==> src/rtl/mem_bus_pkg.sv <==
`default_nettype none
// ============================================================================
// Module      : mem_bus_pkg
// Description : Shared types and constants for the memory bus controller:
//               FSM state enum, decoded region enum and the one-hot bus_sel
//               encodings, plus a helper mapping a region to its select.
// Revision    : 1.0 - initial release
// ============================================================================
package mem_bus_pkg;

  typedef enum logic [1:0] {
    ST_IDLE   = 2'd0,
    ST_STROBE = 2'd1,
    ST_WAIT   = 2'd2,
    ST_DONE   = 2'd3
  } state_e;

  typedef enum logic [1:0] {
    REG_NONE = 2'd0,
    REG_ROM  = 2'd1,
    REG_RAM  = 2'd2,
    REG_IO   = 2'd3
  } region_e;

  // bus_sel is {io, ram, rom}
  localparam logic [2:0] c_sel_none = 3'b000;
  localparam logic [2:0] c_sel_rom  = 3'b001;
  localparam logic [2:0] c_sel_ram  = 3'b010;
  localparam logic [2:0] c_sel_io   = 3'b100;

  function automatic logic [2:0] region_sel(input region_e region);
    case (region)
      REG_ROM: return c_sel_rom;
      REG_RAM: return c_sel_ram;
      REG_IO:  return c_sel_io;
      default: return c_sel_none;
    endcase
  endfunction

endpackage
`default_nettype wire

==> src/rtl/mem_bus_ctrl_if.sv <==
`default_nettype none
// ============================================================================
// Module      : mem_bus_ctrl_if
// Description : Shared word-addressed memory bus. The controller is the
//               master (address, data, enables, strobes, region select);
//               the ROM/RAM/IO targets are the slave side (read data, IO
//               ready).
//   bus_addr      30  word address
//   bus_wdata     32  lane-aligned write data
//   bus_be         4  lane-aligned byte enables
//   bus_rd/bus_wr  1  one-cycle access strobes
//   bus_sel        3  one-hot region select {io, ram, rom}
//   bus_rdata_*   32  per-region read data
//   bus_ready_io   1  IO access completion
// Revision    : 1.0 - initial release
// ============================================================================
interface mem_bus_ctrl_if;
  logic [29:0] bus_addr;
  logic [31:0] bus_wdata;
  logic [3:0]  bus_be;
  logic        bus_rd;
  logic        bus_wr;
  logic [2:0]  bus_sel;
  logic [31:0] bus_rdata_rom;
  logic [31:0] bus_rdata_ram;
  logic [31:0] bus_rdata_io;
  logic        bus_ready_io;

  modport master (
    output bus_addr, bus_wdata, bus_be, bus_rd, bus_wr, bus_sel,
    input  bus_rdata_rom, bus_rdata_ram, bus_rdata_io, bus_ready_io
  );

  modport slave (
    input  bus_addr, bus_wdata, bus_be, bus_rd, bus_wr, bus_sel,
    output bus_rdata_rom, bus_rdata_ram, bus_rdata_io, bus_ready_io
  );
endinterface
`default_nettype wire

==> src/rtl/mem_bus_lane_align.sv <==
`default_nettype none
// ============================================================================
// Module      : mem_bus_lane_align
// Description : Combinational byte-lane alignment between the CPU's
//               right-justified data/mask and the word bus lanes.
//   i_off       2  byte offset within the word
//   i_mask      4  right-justified byte mask
//   i_wdata    32  right-justified write data
//   i_rdata    32  raw word read data from the bus
//   o_be        4  byte enables shifted into lane position
//   o_wdata    32  write data shifted into lane position
//   o_rdata    32  read data shifted down to bit 0, zero-filled
//   o_overflow  1  mask shifted by offset spills past lane 3
// Revision    : 1.0 - initial release
// ============================================================================
module mem_bus_lane_align (
  input  logic [1:0]  i_off,
  input  logic [3:0]  i_mask,
  input  logic [31:0] i_wdata,
  input  logic [31:0] i_rdata,
  output logic [3:0]  o_be,
  output logic [31:0] o_wdata,
  output logic [31:0] o_rdata,
  output logic        o_overflow
);

  logic [7:0] w_be_wide;
  logic [4:0] w_bit_shift;

  // Shift in a double-width field so bits pushed past lane 3 stay visible
  // as the overflow indication instead of being silently dropped.
  assign w_be_wide   = {4'b0000, i_mask} << i_off;
  assign w_bit_shift = {i_off, 3'b000};

  assign o_be       = w_be_wide[3:0];
  assign o_overflow = |w_be_wide[7:4];
  assign o_wdata    = i_wdata << w_bit_shift;
  assign o_rdata    = i_rdata >> w_bit_shift;

endmodule
`default_nettype wire

==> src/rtl/mem_bus_ctrl.sv <==
`default_nettype none
// ============================================================================
// Module      : mem_bus_ctrl
// Description : Terminates CPU memory-access requests. Decodes the byte
//               address into ROM/RAM/IO, aligns data and byte enables to
//               word lanes, drives the shared bus with a one-cycle strobe,
//               waits a fixed latency (ROM/RAM) or for ready (IO, with
//               timeout) and returns a one-cycle ma_done (with ma_err on
//               illegal access or IO timeout).
//   clk, rst          clock, asynchronous active-high reset
//   ma_addr      in   32  CPU byte address
//   ma_data_out  in   32  CPU write data, right-justified
//   ma_data_mask in    4  CPU byte mask, right-justified
//   ma_rd_req    in    1  read request level
//   ma_wr_req    in    1  write request level (wins over read)
//   ma_data_in   out  32  read data, right-justified, zero-filled
//   ma_done      out   1  one-cycle completion pulse
//   ma_err       out   1  one-cycle error pulse, with ma_done
//   bus               master side of mem_bus_ctrl_if
// Revision    : 1.0 - initial release
// ============================================================================
module mem_bus_ctrl
  import mem_bus_pkg::*;
#(
  parameter logic [31:0] ROM_BASE      = 32'h4000_0000,
  parameter int          ROM_SIZE_LOG2 = 14,
  parameter logic [31:0] RAM_BASE      = 32'h0000_0000,
  parameter int          RAM_SIZE_LOG2 = 14,
  parameter logic [31:0] IO_BASE       = 32'h8000_0000,
  parameter int          IO_SIZE_LOG2  = 16,
  parameter int          ROM_LAT       = 1,
  parameter int          RAM_LAT       = 1,
  parameter int          IO_TIMEOUT    = 255
) (
  input  logic          clk,
  input  logic          rst,
  input  logic [31:0]   ma_addr,
  input  logic [31:0]   ma_data_out,
  input  logic [3:0]    ma_data_mask,
  input  logic          ma_rd_req,
  input  logic          ma_wr_req,
  output logic [31:0]   ma_data_in,
  output logic          ma_done,
  output logic          ma_err,
  mem_bus_ctrl_if.master bus
);

  localparam logic [31:0] c_rom_mask = 32'((64'd1 << ROM_SIZE_LOG2) - 64'd1);
  localparam logic [31:0] c_ram_mask = 32'((64'd1 << RAM_SIZE_LOG2) - 64'd1);
  localparam logic [31:0] c_io_mask  = 32'((64'd1 << IO_SIZE_LOG2) - 64'd1);
  localparam logic [7:0]  c_rom_lat  = 8'(ROM_LAT);
  localparam logic [7:0]  c_ram_lat  = 8'(RAM_LAT);
  localparam logic [7:0]  c_io_last  = 8'(IO_TIMEOUT - 1);

  state_e      r_state;
  region_e     r_region;
  logic [1:0]  r_off;
  logic        r_is_wr;
  logic [7:0]  r_lat_cnt;
  logic [7:0]  r_tmo_cnt;

  region_e     w_region;
  logic        w_req;
  logic        w_legal;
  logic [1:0]  w_align_off;
  logic [3:0]  w_be;
  logic [31:0] w_wdata;
  logic [31:0] w_rdata_raw;
  logic [31:0] w_rdata_aligned;
  logic        w_overflow;
  logic        w_wait_end;
  logic        w_wait_err;

  // --------------------------------------------------------------------------
  // Address decode, ROM first, then RAM, then IO on overlap
  // --------------------------------------------------------------------------
  always_comb begin
    w_region = REG_NONE;
    if ((ma_addr & ~c_rom_mask) == ROM_BASE) begin
      w_region = REG_ROM;
    end else if ((ma_addr & ~c_ram_mask) == RAM_BASE) begin
      w_region = REG_RAM;
    end else if ((ma_addr & ~c_io_mask) == IO_BASE) begin
      w_region = REG_IO;
    end
  end

  assign w_req   = ma_rd_req | ma_wr_req;
  assign w_legal = (w_region != REG_NONE)
                 && !(ma_wr_req && (w_region == REG_ROM))
                 && !w_overflow;

  // --------------------------------------------------------------------------
  // Lane alignment. The aligner is shared: in IDLE it shifts the incoming
  // write data/mask using the live offset; afterwards it unshifts read data
  // using the offset latched at accept.
  // --------------------------------------------------------------------------
  assign w_align_off = (r_state == ST_IDLE) ? ma_addr[1:0] : r_off;

  always_comb begin
    w_rdata_raw = '0;
    case (r_region)
      REG_ROM: w_rdata_raw = bus.bus_rdata_rom;
      REG_RAM: w_rdata_raw = bus.bus_rdata_ram;
      REG_IO:  w_rdata_raw = bus.bus_rdata_io;
      default: w_rdata_raw = '0;
    endcase
  end

  mem_bus_lane_align u_lane_align (
    .i_off      (w_align_off),
    .i_mask     (ma_data_mask),
    .i_wdata    (ma_data_out),
    .i_rdata    (w_rdata_raw),
    .o_be       (w_be),
    .o_wdata    (w_wdata),
    .o_rdata    (w_rdata_aligned),
    .o_overflow (w_overflow)
  );

  // --------------------------------------------------------------------------
  // WAIT termination: fixed-latency regions finish when the down-counter
  // reads 1; IO finishes on ready, or errors out on its last allowed cycle.
  // Ready on the final cycle still counts as success.
  // --------------------------------------------------------------------------
  always_comb begin
    w_wait_end = 1'b0;
    w_wait_err = 1'b0;
    if (r_region == REG_IO) begin
      if (bus.bus_ready_io) begin
        w_wait_end = 1'b1;
      end else if (r_tmo_cnt == c_io_last) begin
        w_wait_end = 1'b1;
        w_wait_err = 1'b1;
      end
    end else begin
      w_wait_end = (r_lat_cnt == 8'd1);
    end
  end

  // --------------------------------------------------------------------------
  // Controller FSM with registered outputs
  // --------------------------------------------------------------------------
  always_ff @(posedge clk or posedge rst) begin
    if (rst) begin
      r_state       <= ST_IDLE;
      r_region      <= REG_NONE;
      r_off         <= '0;
      r_is_wr       <= 1'b0;
      r_lat_cnt     <= '0;
      r_tmo_cnt     <= '0;
      ma_data_in    <= '0;
      ma_done       <= 1'b0;
      ma_err        <= 1'b0;
      bus.bus_addr  <= '0;
      bus.bus_wdata <= '0;
      bus.bus_be    <= '0;
      bus.bus_rd    <= 1'b0;
      bus.bus_wr    <= 1'b0;
      bus.bus_sel   <= c_sel_none;
    end else begin
      // Pulses and read data live for a single cycle only
      ma_done    <= 1'b0;
      ma_err     <= 1'b0;
      ma_data_in <= '0;
      bus.bus_rd <= 1'b0;
      bus.bus_wr <= 1'b0;

      case (r_state)
        ST_IDLE: begin
          if (w_req) begin
            if (w_legal) begin
              r_region      <= w_region;
              r_off         <= ma_addr[1:0];
              r_is_wr       <= ma_wr_req;
              bus.bus_addr  <= ma_addr[31:2];
              bus.bus_sel   <= region_sel(w_region);
              bus.bus_be    <= w_be;
              bus.bus_wdata <= w_wdata;
              bus.bus_rd    <= ~ma_wr_req;
              bus.bus_wr    <= ma_wr_req;
              r_state       <= ST_STROBE;
            end else begin
              // Rejected without touching the bus
              ma_done <= 1'b1;
              ma_err  <= 1'b1;
              r_state <= ST_DONE;
            end
          end
        end

        ST_STROBE: begin
          r_lat_cnt <= (r_region == REG_ROM) ? c_rom_lat : c_ram_lat;
          r_tmo_cnt <= '0;
          r_state   <= ST_WAIT;
        end

        ST_WAIT: begin
          if (w_wait_end) begin
            ma_done     <= 1'b1;
            ma_err      <= w_wait_err;
            ma_data_in  <= (r_is_wr || w_wait_err) ? 32'd0 : w_rdata_aligned;
            bus.bus_sel <= c_sel_none;
            bus.bus_be  <= '0;
            r_lat_cnt   <= '0;
            r_tmo_cnt   <= '0;
            r_state     <= ST_DONE;
          end else begin
            r_lat_cnt <= r_lat_cnt - 8'd1;
            r_tmo_cnt <= r_tmo_cnt + 8'd1;
          end
        end

        ST_DONE: begin
          r_state <= ST_IDLE;
        end

        default: begin
          r_state <= ST_IDLE;
        end
      endcase
    end
  end

endmodule
`default_nettype wire

==> src/flat_wrapper.sv <==
// flat-port wrapper written by rule: the top's interface ports become plain ports
module mem_bus_ctrl_flat import mem_bus_pkg::*;
#(
  parameter logic [31:0] ROM_BASE      = 32'h4000_0000,
  parameter int          ROM_SIZE_LOG2 = 14,
  parameter logic [31:0] RAM_BASE      = 32'h0000_0000,
  parameter int          RAM_SIZE_LOG2 = 14,
  parameter logic [31:0] IO_BASE       = 32'h8000_0000,
  parameter int          IO_SIZE_LOG2  = 16,
  parameter int          ROM_LAT       = 1,
  parameter int          RAM_LAT       = 1,
  parameter int          IO_TIMEOUT    = 255
)
  (clk, rst, ma_addr, ma_data_out, ma_data_mask, ma_rd_req, ma_wr_req, ma_data_in, ma_done, ma_err, bus_bus_addr, bus_bus_wdata, bus_bus_be, bus_bus_rd, bus_bus_wr, bus_bus_sel, bus_bus_rdata_rom, bus_bus_rdata_ram, bus_bus_rdata_io, bus_bus_ready_io);
  mem_bus_ctrl_if bus_i ();
  input  logic clk;
  input  logic rst;
  input  logic [31:0] ma_addr;
  input  logic [31:0] ma_data_out;
  input  logic [3:0] ma_data_mask;
  input  logic ma_rd_req;
  input  logic ma_wr_req;
  output logic [31:0] ma_data_in;
  output logic ma_done;
  output logic ma_err;
  output wire logic [$bits(bus_i.bus_addr)-1:0] bus_bus_addr;
  output wire logic [$bits(bus_i.bus_wdata)-1:0] bus_bus_wdata;
  output wire logic [$bits(bus_i.bus_be)-1:0] bus_bus_be;
  output wire logic [$bits(bus_i.bus_rd)-1:0] bus_bus_rd;
  output wire logic [$bits(bus_i.bus_wr)-1:0] bus_bus_wr;
  output wire logic [$bits(bus_i.bus_sel)-1:0] bus_bus_sel;
  input wire logic [$bits(bus_i.bus_rdata_rom)-1:0] bus_bus_rdata_rom;
  input wire logic [$bits(bus_i.bus_rdata_ram)-1:0] bus_bus_rdata_ram;
  input wire logic [$bits(bus_i.bus_rdata_io)-1:0] bus_bus_rdata_io;
  input wire logic [$bits(bus_i.bus_ready_io)-1:0] bus_bus_ready_io;
  assign bus_bus_addr = bus_i.bus_addr;
  assign bus_bus_wdata = bus_i.bus_wdata;
  assign bus_bus_be = bus_i.bus_be;
  assign bus_bus_rd = bus_i.bus_rd;
  assign bus_bus_wr = bus_i.bus_wr;
  assign bus_bus_sel = bus_i.bus_sel;
  assign bus_i.bus_rdata_rom = bus_bus_rdata_rom;
  assign bus_i.bus_rdata_ram = bus_bus_rdata_ram;
  assign bus_i.bus_rdata_io = bus_bus_rdata_io;
  assign bus_i.bus_ready_io = bus_bus_ready_io;
  mem_bus_ctrl #(.ROM_BASE(ROM_BASE), .ROM_SIZE_LOG2(ROM_SIZE_LOG2), .RAM_BASE(RAM_BASE), .RAM_SIZE_LOG2(RAM_SIZE_LOG2), .IO_BASE(IO_BASE), .IO_SIZE_LOG2(IO_SIZE_LOG2), .ROM_LAT(ROM_LAT), .RAM_LAT(RAM_LAT), .IO_TIMEOUT(IO_TIMEOUT)) u_core (.clk(clk), .rst(rst), .ma_addr(ma_addr), .ma_data_out(ma_data_out), .ma_data_mask(ma_data_mask), .ma_rd_req(ma_rd_req), .ma_wr_req(ma_wr_req), .ma_data_in(ma_data_in), .ma_done(ma_done), .ma_err(ma_err), .bus(bus_i));
endmodule
==> config.mk <==
export PLATFORM = sky130hd
export DESIGN_NAME = mem_bus_ctrl_flat
export DESIGN_NICKNAME = d
export VERILOG_FILES = /design/src/rtl/mem_bus_pkg.sv /design/src/rtl/mem_bus_ctrl_if.sv /design/src/rtl/mem_bus_lane_align.sv /design/src/rtl/mem_bus_ctrl.sv /design/src/flat_wrapper.sv
export SDC_FILE = /design/constraint.sdc
export NUM_CORES = 1
export LEC_CHECK = 0
export CAP_MARGIN = 25
export CORE_ASPECT_RATIO = 1.75
export CORE_MARGIN = 5
export CORE_UTILIZATION = 40
export CTS_BUF_LIST = sky130_fd_sc_hd__clkbuf_2 sky130_fd_sc_hd__clkbuf_4 sky130_fd_sc_hd__clkbuf_8
export DETAILED_ROUTE_END_ITERATION = 10
export HOLD_SLACK_MARGIN = 0.03
export PLACE_DENSITY = 0.86
export SYNTH_ARGS = -nofsm -noshare
export SYNTH_HDL_FRONTEND = slang
export SYNTH_SLANG_ARGS = --single-unit
==> constraint.sdc <==
create_clock -name clk -period 8.1 [get_ports clk]
set_input_delay 2.43 -clock clk [delete_from_list [all_inputs] [get_ports clk]]
set_output_delay 2.43 -clock clk [all_outputs]
set_load 0.1 [all_outputs]
; Word level (Yosys, flattened, before mapping)
; Index checks and enable logic that the tools add are counted.
[word_totals]
word_cells = 95
out_inout_bits = 105
regBits = 128
input_bits = 169
[classes]
eq_ne = 16
reduce_logical = 15
shifts = 3
bitwise = 2
n_addsub = 2
n_mux = 42
[ops]
columns = operator, count
row1 = $mux 32, 3
row2 = $pmux 32 s3, 1
row3 = $logic_not 32->1, 1
row4 = $pmux 8 s2, 2
row5 = $shl 32x5->32, 1
row6 = $shr 32x5->32, 1
row7 = $eq 18x17->1 const B, 1
row8 = $eq 16x16->1 const B, 1
row9 = $mux 8, 2
row10 = $mux 1, 15
row11 = $mux 2, 7
row12 = $eq 2x2->1 const B, 6
row13 = $mux 4, 3
row14 = $mux 3, 3
row15 = $pmux 3 s3, 1
row16 = $add 8x1->8 const B, 1
row17 = $eq 8x1->1 const B, 1
row18 = $eq 8x8->1 const B, 1
row19 = $pmux 2 s4, 1
row20 = $pmux 4 s2, 1
row21 = $shl 4x2->8, 1
row22 = $sub 8x1->8 const B, 1
row23 = $eq 2x1->1 const B, 3
row24 = $ne 2x1->1 const B, 3
row25 = 13 further kinds, 19

; Logic depth before layout (Yosys ltp)
[depth]
ltp_word = 12
ltp_mapped = 10
ltp_nobuf = 7

; Modules after synthesis
; From an unflattened synthesis, not the netlist that was laid out.
[unflattened]
cells_unflattened = 613
area_unflattened_um2 = 6807.8
[modules_own_cells]
columns = module, cells_per_inst, seq_area_each_um2, instances, area_each_um2
row1 = mem_bus_ctrl, 474, 3203.1, 1, 5664.2
row2 = mem_bus_lane_align, 139, 0.0, 1, 1143.6

; Worst setup path before layout
; Ideal clock, no wire load.
[synth_path]
path_kind = input-to-reg
from = in ma_addr[0]
to = reg u_core.bus.bus_addr[0]
path_buffers = 3
setup_time_ns = 0.122
arrival_ns = 4.026
required_ns = 7.978
path_stages = 8
path_slack_ns = 3.952
path_cell_list = mux2_1 a211o_1 a2111o_1 buf_2 buf_6 buf_2 nand2_1 nand2_1
[synth_between]
elab_chain_len = 6
[synth_rtl]
columns = item, line
row1 = from (decl), flat_wrapper.sv:18  ; input logic [31:0] ma_addr;
row2 = $mux 2, mem_bus_ctrl.sv:98  ; assign w_align_off = (r_state == ST_IDLE) ? ma_addr[1:0] : r_off;
row3 = $shl 4x2->8, mem_bus_lane_align.sv:32  ; assign w_be_wide = {4'b0000, i_mask} << i_off;
row4 = $reduce_or 4->1, mem_bus_lane_align.sv:36  ; assign o_overflow = |w_be_wide[7:4];
row5 = $logic_not 1->1, mem_bus_ctrl.sv:91  ; && !w_overflow;
row6 = $logic_and 1x1->1, mem_bus_ctrl.sv:91
row7 = $reduce_and 3->1 (no line), -
row8 = to (signal assigned), mem_bus_ctrl.sv:176  ; bus.bus_addr <= ma_addr[31:2];
row9 = to (decl), mem_bus_ctrl_if.sv:30  ; output bus_addr, bus_wdata, bus_be, bus_rd, bus_wr, bus_sel,
; Every way passes these cells.
; A chain may end at the register's enable or synchronous reset.

; Worst setup path after layout
[layout_path]
from = in ma_addr[0]
to = reg u_core.bus.bus_be[0]
[layout_between]
elab_chain_len = 7
elab_cells_between_ends = 10
cone_classes = 1 x eq/ne / 1 x shift / 4 x mux / 4 x reduce/logical
[layout_rtl]
columns = item, line
row1 = $mux 2 (*), mem_bus_ctrl.sv:98
row2 = $shl 4x2->8 (*), mem_bus_lane_align.sv:32
row3 = $reduce_or 4->1, mem_bus_lane_align.sv:36
row4 = $logic_not 1->1, mem_bus_ctrl.sv:91
row5 = $logic_and 1x1->1, mem_bus_ctrl.sv:91
row6 = $ne 2x1->1 (no line), -
row7 = $reduce_and 4->1 (no line), -
row8 = to (signal assigned), mem_bus_ctrl.sv:178  ; bus.bus_be <= w_be;
row9 = to (decl), mem_bus_ctrl_if.sv:30
; Mark *: on every way between the ends. The rest lies on a longest branch, timed or not. The select of a mux whose other input is x is not followed.

==> impl_metrics.yaml <==
die:
  fp.dieH_um: 180
  die_x_um: 107
  initial_core_util_pct: 40.4
  pin_count: 274
  design.die.area_sq_um: 19200
  row_count: 62
  coreArea_sq_um: 16300
cts:
  path_clk_slew_ps: 70
  clock_sinks: 128
  clkLatencyLatePin_ps: 430
  cts.repair.resized: 0
  clockRootBuffer: "clkbuf_8"
  numCtsBuffers: 17
  tritoncts: "built"
  cts.path.max_buffers: 2
  ctsHoldBuffers: 0
  htreeDepth: 4
  cts_setup_buffers: 0
synthesis:
  synthSimpleGateAreaFrac_pct: 18.9
  netlist_area_sq_um: 6590
  yosysWarnings: 0
  seq_area_frac_synth_pct: 48.6
  synth_area_leaders: "dfrtp_1, nand2_1, mux2_2, mux2i_1, nor2_1"
  synth_top_family_by_area: "simple AND/OR/NAND/NOR gates"
  yosys.area_share.adder_pct: 1.14
  synth_top_area_share_pct: 48.6
  synthFlopType: "dfrtp_1"
  synth_top_cell_by_area: "dfrtp_1"
  synth-edff-count: 0
  synth_compound_area_share_pct: 17.0
  synth-seq-cells: 128
  syn-instance-count: 708
  synthXorXnorAreaFrac_pct: 0.798
  synth.area.mux_share_pct: 9.76
  yosysUniqueCellTypes: 50
  synthArstFlopShare_pct: 100
  syn_nets: 883
  syn_area_per_cell_sq_um: 9.30
critical_path:
  path_max_fanout: 55
  startpoint_type: "input pin"
  worstSetupEndpointType: "flop"
  critPathTopFamily: "compound AO/OA/AOI/OAI gates"
  critPathKind: "input pin to flop"
  crit_chain: "clkdlybuf4s50_1 > mux2_1 > a211o_1 > a2111o_2 > buf_4 > nor2_1 > a32o_1"
  slowest_stage: "a2111o_2"
  slowest_delay_ps: 690
  cp_num_buf_inv: 2
  crit_required_ps: 8460
  cp.arrival_ps: 5220
sta:
  finalHoldViolCount: 0
  slew_viol_final: 0
  rsz0062_at_grt: "no"
  period_needed_ps: 4860
  fmax_mhz: 206
  setup_viol_count_final: 0
  slew_headroom_pct: 26.4
  fin_tns_setup_ps: 0
  worst_slew_pin_slew_ps: 1100
  fin_skew_ps: 19.0
  fin_crit_sh_pct: 60.0
drt:
  ant_nets: 0
  routedWlPerCell_um: 20.1
  drc_errors: 0
  dr.pass1.iters: 5
  drt-total-wl_um: 23500
  drt_iter0_drc: 379
  routed_via_density: 5.56
  vias: 6483
final_layout:
  mostFrequentLayoutCells: "clkdlybuf4s50_1, nand2_1, dfrtp_1"
  finalNetCount: 1137
  syn2layout_area_growth_pct: 50.3
  finalNonFillerCells: 1167
  drive_gt1_share_pct: 8.62
  final_common_cell: "clkdlybuf4s50_1"
power:
  p_int_mw: 1.26
  swShare_pct: 36.3
  clkPwrFrac_pct: 29.1
  powerDensity_nw_per_um2: 199
  p_leak_nw: 4.26
  ir_drop_uv: 142
  switchingPower_mw: 0.717
  p_seq_share_pct: 35.3
  p_comb_share_pct: 35.6
grt:
  grt.total_usage_pct: 23.9
  grt_max_degree: 72
  grt-ovfl-total: 0
  grt_pass1_vias: 6640
  antenna_found_initial: 1
  grt_pass1_wl_um: 36000
placed_design:
  hpwl_um: 17500
  portBuffers: 273
  place_congestion: 0.922
  place_inst: 1134
status:
  status: "completed"
hold_path:
  hold_path_class: "flop to flop"
run:
  max_cap_viol_count: 0
worst register-to-register path: cells and delay by family (launching register included):
kind,cells,cell delay [ps]
compound gates,3,1250
flops,1,370
fa+ha+maj,1,550
simple gates,1,300
mux,1,410
buf+inv,2,480
Yosys cell counts, drive strengths merged (3+ instances only):
cell,instances
a211oi,12
a21o,4
a21oi,32
a22o,15
a22oi,18
a32oi,7
and2,15
and3,3
buf,19
clkbuf,31
dfrtp,128
ha,6
inv,8
mux2,34
mux2i,26
nand2,159
nand3,19
nand4,3
nor2,52
nor3,14
nor4,15
o21a,8
o21ai,25
o221ai,8
o22ai,11
o31ai,10
xnor2,3
xor2,3
routing by layer:
metal  track usage, %  share of wire [%]  vias up
li1                 -                  -     3023
met1             25.1                 35     3069
met2             44.0                 53      333
met3             4.81                7.2       58
met4             12.7                5.2        0
met5                0                  0        -
worst paths after layout:
kind | start | to | slack (ps) | cells past startpoint
max | ma_addr[0] | u_core.bus.bus_be[0] | 3240 | 7
min | u_core.bus.bus_wdata[2] | u_core.bus.bus_wdata[2] | 470 | 2
max reg2reg | u_core.r_state[0] | u_core.bus.bus_be[0] | 4680 | 8
min reg2reg | u_core.bus.bus_wdata[2] | u_core.bus.bus_wdata[2] | 470 | 2
max in group asynchronous | rst | u_core.r_region[0] | 4360 | 3
min in group asynchronous | rst | u_core.r_lat_cnt[4] | 2490 | 2
registers in the layout, summed over array words and instances, names as in the netlist:
| register | count |
|---|---|
| u_core.bus.bus_wdata | 32 |
| u_core.ma_data_in | 32 |
| u_core.bus.bus_addr | 30 |
| u_core.r_lat_cnt | 8 |
| u_core.r_tmo_cnt | 8 |
| u_core.bus.bus_be | 4 |
| u_core.bus.bus_sel | 3 |
| u_core.r_off | 2 |
| u_core.r_region | 2 |
| u_core.r_state | 2 |
| u_core.bus.bus_rd | 1 |
| u_core.bus.bus_wr | 1 |
| u_core.ma_done | 1 |
| u_core.ma_err | 1 |
| u_core.r_is_wr | 1 |
cell families after synthesis:
family	count (synthesis)
buffers and inverters	59
DFF	128
and+or+nand+nor	289
muxes	60
xor gates and xnor gates	6
AOI/OAI and AO/OA	160
adders and majority gates	6
per-stage QoR:
stage	setup slack [ps]	util [%]	hold slack, ps	total power, mW	area (sq um)
after floorplan	2260	-	450	1.15	6590
after global placement	2890	58.1	450	1.36	9460
after detailed placement	2800	58.1	455	1.38	9460
after CTS	3260	60.6	474	1.96	9870
after global routing	3040	60.8	495	2.07	9900
final	3240	60.8	473	1.97	9900
area by class of cell:
cell class | count | area [sq um]
fill | 1355 | 6390
sequential | 128 | 3200
multi-input combinational | 521 | 3160
timing repair buffer | 285 | 2840
clock buffer | 21 | 277
tap | 192 | 240
clock inverter | 10 | 136
inverter | 9 | 38.8
antenna | 1 | 2.50
power by group through the flow:
| stage | clock network (mW) | registers (mW) | logic [mW] |
|---|---|---|---|
| floorplan | 0 | 0.759 | 0.389 |
| global placement | 0 | 0.706 | 0.655 |
| detailed placement | 0 | 0.707 | 0.670 |
| CTS | 0.585 | 0.696 | 0.675 |
| global route | 0.611 | 0.701 | 0.756 |
| finish | 0.574 | 0.697 | 0.703 |
No activity file was read; power rests on OpenSTA's default activity.
